===== src/rtl/reg_file_pkg.sv =====
// Shared definitions for the rename-tracking register file: index/tag widths,
// data width, boolean constants and the operand-source encoding.
package reg_file_pkg;

  localparam int REGID_W = 5;
  localparam int ROBID_W = 4;
  localparam int XLEN_W  = 32;

  localparam logic True  = 1'b1;
  localparam logic False = 1'b0;

  typedef enum logic [2:0] {
    SRC_ZERO,
    SRC_REG,
    SRC_COMMIT,
    SRC_ROB,
    SRC_WAIT
  } opnd_src_e;

endpackage


===== src/rtl/reg_file_rd_port.sv =====
// One operand lookup: resolves a source register to a ready value or to the
// ROB tag of its producer, using the fixed zero/reg/commit/ROB priority.
module reg_file_rd_port
  import reg_file_pkg::*;
#(
  parameter int REG_W = REGID_W,
  parameter int ROB_W = ROBID_W,
  parameter int XLEN  = XLEN_W
) (
  input  logic [REG_W-1:0] rs,
  input  logic             busy,
  input  logic [XLEN-1:0]  value,
  input  logic [ROB_W-1:0] tag,
  input  logic             commit_sgn,
  input  logic [ROB_W-1:0] commit_rob_name,
  input  logic [XLEN-1:0]  commit_value,
  input  logic             rob_rdy,
  input  logic [XLEN-1:0]  rob_val,
  output logic             rdy,
  output logic [XLEN-1:0]  val,
  output logic [ROB_W-1:0] ord
);

  opnd_src_e src;

  always_comb begin
    src = SRC_WAIT;
    if (rs == '0)                                   src = SRC_ZERO;
    else if (!busy)                                 src = SRC_REG;
    // The ROB drops its ready bit on the commit cycle, so the commit bus must win.
    else if (commit_sgn && commit_rob_name == tag)  src = SRC_COMMIT;
    else if (rob_rdy)                               src = SRC_ROB;
  end

  always_comb begin
    rdy = True;
    val = '0;
    ord = tag;
    case (src)
      SRC_ZERO:   val = '0;
      SRC_REG:    val = value;
      SRC_COMMIT: val = commit_value;
      SRC_ROB:    val = rob_val;
      default:    rdy = False;
    endcase
  end

endmodule


===== src/rtl/reg_file.sv =====
// Architectural register file with rename tags, commit write-back and flush.
// Define REG_PERF_EN to add commit/flush event counters.
module reg_file
  import reg_file_pkg::*;
#(
  parameter int REG_NUM = 32,
  parameter int REG_W   = REGID_W,
  parameter int ROB_W   = ROBID_W,
  parameter int XLEN    = XLEN_W
) (
  input  logic             clk,
  input  logic             rst,
  input  logic             rdy,
  input  logic [REG_W-1:0] is_rs1,
  input  logic [REG_W-1:0] is_rs2,
  output logic             is_rdy1,
  output logic             is_rdy2,
  output logic [XLEN-1:0]  is_val1,
  output logic [XLEN-1:0]  is_val2,
  output logic [ROB_W-1:0] is_ord1,
  output logic [ROB_W-1:0] is_ord2,
  input  logic             is_sgn,
  input  logic [REG_W-1:0] is_dest,
  input  logic [ROB_W-1:0] is_rob_name,
  output logic [ROB_W-1:0] rob_ord1,
  output logic [ROB_W-1:0] rob_ord2,
  input  logic             rob_rdy1,
  input  logic             rob_rdy2,
  input  logic [XLEN-1:0]  rob_val1,
  input  logic [XLEN-1:0]  rob_val2,
  input  logic             commit_sgn,
  input  logic [REG_W-1:0] commit_dest,
  input  logic [XLEN-1:0]  commit_value,
  input  logic [ROB_W-1:0] commit_rob_name,
`ifdef REG_PERF_EN
  output logic [31:0]      perf_commit_cnt,
  output logic [31:0]      perf_flush_cnt,
`endif
  input  logic             jp_wrong
);

  logic [XLEN-1:0]    value_q [REG_NUM];
  logic [XLEN-1:0]    value_d [REG_NUM];
  logic [ROB_W-1:0]   tag_q   [REG_NUM];
  logic [ROB_W-1:0]   tag_d   [REG_NUM];
  logic [REG_NUM-1:0] busy_q;
  logic [REG_NUM-1:0] busy_d;

  logic commit_en;
  logic rename_en;
  logic rename_hits_commit;

  assign commit_en          = rdy && commit_sgn && (commit_dest != '0);
  assign rename_en          = rdy && is_sgn && (is_dest != '0) && !jp_wrong;
  assign rename_hits_commit = rename_en && (is_dest == commit_dest);

  always_comb begin
    value_d = value_q;
    tag_d   = tag_q;
    busy_d  = busy_q;
    if (commit_en) begin
      value_d[commit_dest] = commit_value;
      // Only the newest producer may retire the rename; a same-cycle rename keeps it busy.
      if (tag_q[commit_dest] == commit_rob_name && !rename_hits_commit)
        busy_d[commit_dest] = False;
    end
    if (rdy && jp_wrong) begin
      busy_d = '0;
    end else if (rename_en) begin
      busy_d[is_dest] = True;
      tag_d[is_dest]  = is_rob_name;
    end
  end

  always_ff @(posedge clk or negedge rst) begin
    if (!rst) begin
      value_q <= '{default: '0};
      tag_q   <= '{default: '0};
      busy_q  <= '0;
    end else begin
      value_q <= value_d;
      tag_q   <= tag_d;
      busy_q  <= busy_d;
    end
  end

  assign rob_ord1 = tag_q[is_rs1];
  assign rob_ord2 = tag_q[is_rs2];

  reg_file_rd_port #(.REG_W(REG_W), .ROB_W(ROB_W), .XLEN(XLEN)) u_rd_port1 (
    .rs              (is_rs1),
    .busy            (busy_q[is_rs1]),
    .value           (value_q[is_rs1]),
    .tag             (tag_q[is_rs1]),
    .commit_sgn      (commit_sgn),
    .commit_rob_name (commit_rob_name),
    .commit_value    (commit_value),
    .rob_rdy         (rob_rdy1),
    .rob_val         (rob_val1),
    .rdy             (is_rdy1),
    .val             (is_val1),
    .ord             (is_ord1)
  );

  reg_file_rd_port #(.REG_W(REG_W), .ROB_W(ROB_W), .XLEN(XLEN)) u_rd_port2 (
    .rs              (is_rs2),
    .busy            (busy_q[is_rs2]),
    .value           (value_q[is_rs2]),
    .tag             (tag_q[is_rs2]),
    .commit_sgn      (commit_sgn),
    .commit_rob_name (commit_rob_name),
    .commit_value    (commit_value),
    .rob_rdy         (rob_rdy2),
    .rob_val         (rob_val2),
    .rdy             (is_rdy2),
    .val             (is_val2),
    .ord             (is_ord2)
  );

`ifdef REG_PERF_EN
  logic [31:0] perf_commit_cnt_q, perf_commit_cnt_d;
  logic [31:0] perf_flush_cnt_q,  perf_flush_cnt_d;

  // Commits to x0 are still counted: the counter tracks ROB retirement, not writes.
  always_comb begin
    perf_commit_cnt_d = perf_commit_cnt_q;
    perf_flush_cnt_d  = perf_flush_cnt_q;
    if (rdy && commit_sgn) perf_commit_cnt_d = perf_commit_cnt_q + 32'd1;
    if (rdy && jp_wrong)   perf_flush_cnt_d  = perf_flush_cnt_q + 32'd1;
  end

  always_ff @(posedge clk or negedge rst) begin
    if (!rst) begin
      perf_commit_cnt_q <= '0;
      perf_flush_cnt_q  <= '0;
    end else begin
      perf_commit_cnt_q <= perf_commit_cnt_d;
      perf_flush_cnt_q  <= perf_flush_cnt_d;
    end
  end

  assign perf_commit_cnt = perf_commit_cnt_q;
  assign perf_flush_cnt  = perf_flush_cnt_q;
`endif

endmodule


===== config.mk =====
export PLATFORM = sky130hd
export DESIGN_NAME = reg_file
export DESIGN_NICKNAME = d
export VERILOG_FILES = /design/src/rtl/reg_file_pkg.sv /design/src/rtl/reg_file_rd_port.sv /design/src/rtl/reg_file.sv
export SDC_FILE = /design/constraint.sdc
export NUM_CORES = 2
export LEC_CHECK = 0
export CAP_MARGIN = 20
export CORE_UTILIZATION = 56
export DETAILED_ROUTE_END_ITERATION = 8
export HOLD_SLACK_MARGIN = 0.12
export PLACE_DENSITY_LB_ADDON = 0.3
export SLEW_MARGIN = 20
export SYNTH_ARGS = -nofsm -noshare
export SYNTH_HDL_FRONTEND = slang
export SYNTH_SLANG_ARGS = --single-unit

===== constraint.sdc =====
create_clock -name clk -period 3.6 [get_ports clk]
set_clock_uncertainty 0.15 [all_clocks]
set_input_delay 0.36 -clock clk [delete_from_list [all_inputs] [get_ports clk]]
set_output_delay 0.36 -clock clk [all_outputs]
set_load 0.005 [all_outputs]

# After elaboration in Yosys (flattened, before gate mapping)
# Index checks and enable logic that the tools add are counted.
# word_totals
reg_bits,1184
inputBits,132
output_inout_bits,82
elab_cells,165
# classes
n_lt_le_gt_ge,12
n_eq_ne,10
muxes,45
bitwise,8
n_reduce_logical,25
# ops
op,count
$bwmux 1024,1
$bmux 32 s5,2
$mux 32,9
$pmux 32 s3,2
$demux 32 s5,1
$bwmux 128,1
$bmux 4 s5,3
$and 32x32->32,1
$not 32->32,1
$or 32x32->32,1
$mux 4,7
$ge 6x6->1 const B,4
$lt 5x6->1 const B,4
$mux 3,8
$not 5->6,4
$demux 4 s5,1
$logic_and 1x1->1,14
$eq 3x2->1 const B,4
$eq 4x4->1,3
$lt 6x1->1 const B,2
$bmux 1 s5,2
$demux 1 s5,2
$ge 5x1->1 const B,2
$logic_not 5->1,2
other kinds (9),19

# Longest topological paths before layout
# logic_depth
depth_word,12
depth_mapped,13

# By module
# Synthesis repeated with hierarchy kept, for this count alone.
# unflattened
hier_cells,4208
hier_area_um2,65141.2
# by_module_without_submodules
mod,n_inst,cells_each,area_each_um2,seq_area_each_um2
reg_file,1,4026,63689.8,29628.4
reg_file_rd_port,2,91,725.7,0.0

# Worst setup path before layout
# Ideal clock, no wire load.
# synth_path
path_kind,input to output
from,input is_rs1[0]
to,output is_val1[16]
t_arrival_ns,2.969
slack_ns,0.121
stages,10
n_path_buf,5
path_cell_list,buf_2 buf_2 buf_2 buf_2 buf_2 mux4_2 mux4_2 nand2_1 a21oi_1 a221o_1
# synth_between
elab_chain_cells,11
word_cells_on_any_way,19
# synth_lines
item,line_no,text
"start, declared",reg_file.sv:14,"input logic [REG_W-1:0] is_rs1,"
$not 5->6 (not written as such),"reg_file.sv:93, reg_file.sv:94",
$bmux 4 s5,reg_file.sv:94,".tag (tag_q[is_rs1]),"
$mux 4 (not written as such) (2 in series),reg_file.sv:94,
$eq 4x4->1,reg_file_rd_port.sv:31,else if (commit_sgn && commit_rob_name == tag) src = SRC_COMMIT;
$logic_and 1x1->1,reg_file_rd_port.sv:31,
$mux 3,reg_file_rd_port.sv:31,
$mux 3,reg_file_rd_port.sv:29,else if (!busy) src = SRC_REG;
$mux 3,reg_file_rd_port.sv:28,if (rs == '0) src = SRC_ZERO;
$eq 3x2->1 or $eq 3x1->1 (tied branches),reg_file_rd_port.sv:39,case (src)
$pmux 32 s3 (*),reg_file_rd_port.sv:39,
"end, declared",reg_file.sv:18,"output logic [XLEN-1:0] is_val1,"
# Every way passes the cells marked *; elsewhere a longest branch is shown, timed or not. The select of a mux whose other input is x is not followed.

# Worst setup path after layout
# layout_path
from,register tag_q[118] (netlist bit)
to,output is_val1[16]
# layout_between
elab_chain_cells,10
word_cells_on_any_way,12
# layout_lines
item,line_no,text
"start, declared",reg_file.sv:44,logic [ROB_W-1:0] tag_q [REG_NUM];
"start signal, assigned",reg_file.sv:82,tag_q <= tag_d;
$bmux 4 s5 (*),reg_file.sv:94,
$mux 4 (not written as such) (*) (2 in series),reg_file.sv:94,
$eq 4x4->1 (*),reg_file_rd_port.sv:31,
$logic_and 1x1->1 (*),reg_file_rd_port.sv:31,
$mux 3 (*),reg_file_rd_port.sv:31,
$mux 3 (*),reg_file_rd_port.sv:29,
$mux 3 (*),reg_file_rd_port.sv:28,
$eq 3x2->1 or $eq 3x1->1 (tied branches),reg_file_rd_port.sv:39,
$pmux 32 s3 (*),reg_file_rd_port.sv:39,
# Marks and branches as above.

==> results.md <==
- Gate Count Post-Synth: 4203
- Worst Setup Path Type: flip-flop to primary output
- Number of global-route vias before repair: 45490
- TritonCTS clock tree: done
- Post-synthesis register bit count: 1184
- Pins Over Slew Limit: 0
- Area Growth Syn to Fin: 18.51%
- Final Hold Vio Count: 4
- Syn nets: 4335
- Antenna Nets Post-Route: 0
- Final setup margin: -0.8875 ns
- PD cells: 473.7 nW/um2
- CP Depth: 12
- Detailed-route via count: 44190
- Synthesized area per cell: 15.52 um2
- First drt pass iteration count: 6
- Worst skew pair latency: 0.76 ns
- Switching pwr: 0.009741 W
- Global-route wire length before repair: 310300 um
- Status: complete, but fails checks
- GPL Wtd Cong: 1.013
- Worst EP arrival: 3.98 ns
- First DRT Iteration DRCs: 4907
- Total core area: 115000 um2
- CP delay by family, top: compound AO/OA/AOI/OAI gates
- WP buf/inv: 4
- Unrepaired setup endpoints after global routing: true
- Hold WC Path Type: primary input to async pin
- Combinational power share: 0.192
- Sequential fraction of design power: 0.440
- Max-cap violations: 0
- Boundary pin count: 214
- Critical path's most frequent cell: buf_12
- Crit-path cells: mux4_2 > mux2_4 > nand3_4 > o21ai_4 > or4_4 > a21bo_4 > o211a_4 > buf_12 > buf_12 > buf_6 > a221o_1 > buf_2
- Clock power share: 0.368
- Fin crit share: 1.247
- Pin slew with the least headroom to its limit: 1.215 ns
- Startpoint Class: flip-flop
- Fraction of layout cells with a size suffix above 1: 0.5949
- Maximum clock frequency: 0.2228 GHz
- Cell Rows: 124
- Vias per Instance: 7.168
- Worst path max stage delay: 0.48 ns
- Chip Height: 343.2 um
- Filler Cells Inserted: 7679
- Ys async rst share: 1.000
- Grt ovf: 0
- # port buffers: 213
- Endpoints failing setup: 66
- Area of the multi-input gates: 34280 um2
- Post-synth EDFFs: 0
- Die width: 343.2 um
- Hold_ws: -0.001269 ns
- # clock sinks: 1184
- Int Pwr: 0.02687 W
- Register area share after synthesis: 0.4543
- Pin count of the biggest net entering global routing: 129
- Initial antenna violation count: 8
- Residual DRC count: 0
- Ys flop type: dfrtp_1
- Num CTS Buffers: 132
- Sw frac: 0.2661
- Routed wire length: 211600 um
- Minimum clock period: 4.487 ns
- Violated checks: hold timing, setup timing
- GRT Util Overall: 0.3646
- Full die area: 117800 um2
- Pre-CTS WS: -0.7196 ns
- Slowest stage cell, crit path: mux4_2
- Slew margin rel.: 0.1902
- Pwr Total: 0.03661 W
- Reg area: 29630 um2
- Post-Syn Area: 65210 um2
- DP Wirelength: 128700 um
- CTS H-tree depth: 4
- Root Buffer: clkbuf_16
- Clock Path Buffers: 3
- Worst setup EP type: primary output
- Nets: 4681
- Leakage: 34.36 nW
- Worst-case vdd ir drop: 0.4230 mV
- Routed len/inst: 34.32 um
- Crit path required time: 3.09 ns
- Synth warn: 0
- Worst-case reg-to-reg path depth: 11
- Clock transition at path regs: 0.06 ns
- Initial Util: 0.5672
- Netlist cell types: 62
- CP Max Fanout: 6
Yosys cell counts (14+ instances only):
library cell  instances  area [um2]
nor2_1               43       161.4
a31oi_1              14       87.58
dfrtp_1            1184       29630
o2111ai_1            33       289.0
mux4_2              733       16510
nand2_1             170       638.1
clkbuf_1            359        1348
buf_1                33       123.9
a22oi_1              44       330.3
mux2i_1              68       680.7
nand3_1              15       75.07
mux2_2             1135       12780
buf_2                86       430.4
a221o_1              32       320.3
a21oi_1              58       290.3
o221ai_1             36       315.3
buf_4                15       112.6
worst paths after layout:
check | slack (ns) | endpoint | startpoint
max | -0.89 | is_val1[16] | tag_q[118]
min | -0.001 | tag_q[62] | rst
max reg2reg | 0.42 | busy_q[31] | tag_q[118]
min reg2reg | 0.25 | value_q[1006] | value_q[1006]
max in group asynchronous | 1.96 | value_q[631] | rst
min in group clk | 0.16 | tag_q[95] | is_rob_name[3]
cell type report:
type | instances | share of cell area
Antenna cell | 5 | 0.0001619
Clock buffer | 194 | 0.05066
Clock inverter | 39 | 0.005116
Inverter | 9 | 0.0005181
Multi-Input combinational cell | 2509 | 0.4436
Sequential cell | 1184 | 0.3834
Tap cell | 1512 | 0.02448
Timing Repair Buffer | 713 | 0.09209
power by group through the flow:
stage | clock network, W | registers, W | logic, W
floorplan | 0 | 0.0158 | 0.00450
global placement | 0 | 0.0161 | 0.00671
detailed placement | 0 | 0.0162 | 0.00685
CTS | 0.0136 | 0.0160 | 0.00692
global route | 0.0141 | 0.0163 | 0.00741
finish | 0.0135 | 0.0161 | 0.00702
state kept, by name (all words and copies together) (netlist names):
register	cells
busy_q	32
value_q	1024
tag_q	128
what timing repair did:
action | CTS | global route
gates resized for setup | 261 | 130
endpoints found under the setup margin | 68 | 68
pin swaps | 20 | 44
hold buffers | 1 | 0
cloned | 6 | 3
hold endpoints to repair | 130 | 0
setup buffers | 37 | 25
stage by stage:
stage          instances  hold WS [ns]  cell area, um2  TNS (ns)    util
2_1_floorplan       4203      -0.08559           65210         0       -
3_3_place_gp        5871        0.2269           71910    -41.18  0.6255
3_5_place_dp        5871        0.2333           71910    -39.79  0.6255
4_1_cts             6144        0.1328           77000    -52.16  0.6698
5_1_grt             6162        0.1054           77270    -51.55  0.6721
6_report            6165     -0.001269           77280    -47.90  0.6722
layer usage:
layer | up-vias | part of all wire | GRT usage
li1 | 17220 | - | -
met1 | 23730 | 0.37 | 0.4890
met2 | 2598 | 0.46 | 0.5502
met3 | 638 | 0.11 | 0.1082
met4 | 10 | 0.054 | 0.1743
met5 | - | 0.00027 | 0
cell families after synthesis:
kind of cell / share of synthesized area
multiplexers: 0.4596
XOR/XNOR: 0.001880
flip-flops: 0.4543
AND/OR/NAND/NOR: 0.02176
AO/OA/AOI/OAI: 0.02964
buffers and inverters: 0.03279
placed cells by master, fill, tap and decap left out, drive strengths merged, types with 7 or more instances in the layout:
cell | synthesis | final
nand4 | 7 | 7
a22oi | 44 | 44
a21oi | 58 | 58
nand3 | 15 | 15
inv | 8 | 11
mux2i | 68 | 68
clkinv | 1 | 30
xor2 | 8 | 8
mux4 | 733 | 733
clkbuf | 359 | 219
o221ai | 36 | 36
o2111ai | 33 | 33
clkdlybuf4s50 | 0 | 133
a221o | 32 | 32
a31oi | 14 | 14
nand2 | 170 | 170
dfrtp | 1184 | 1184
nor2 | 43 | 43
o22ai | 7 | 7
and3 | 9 | 9
buf | 142 | 552
nor4 | 9 | 9
mux2 | 1135 | 1135
(Power assumes the default switching activity.)
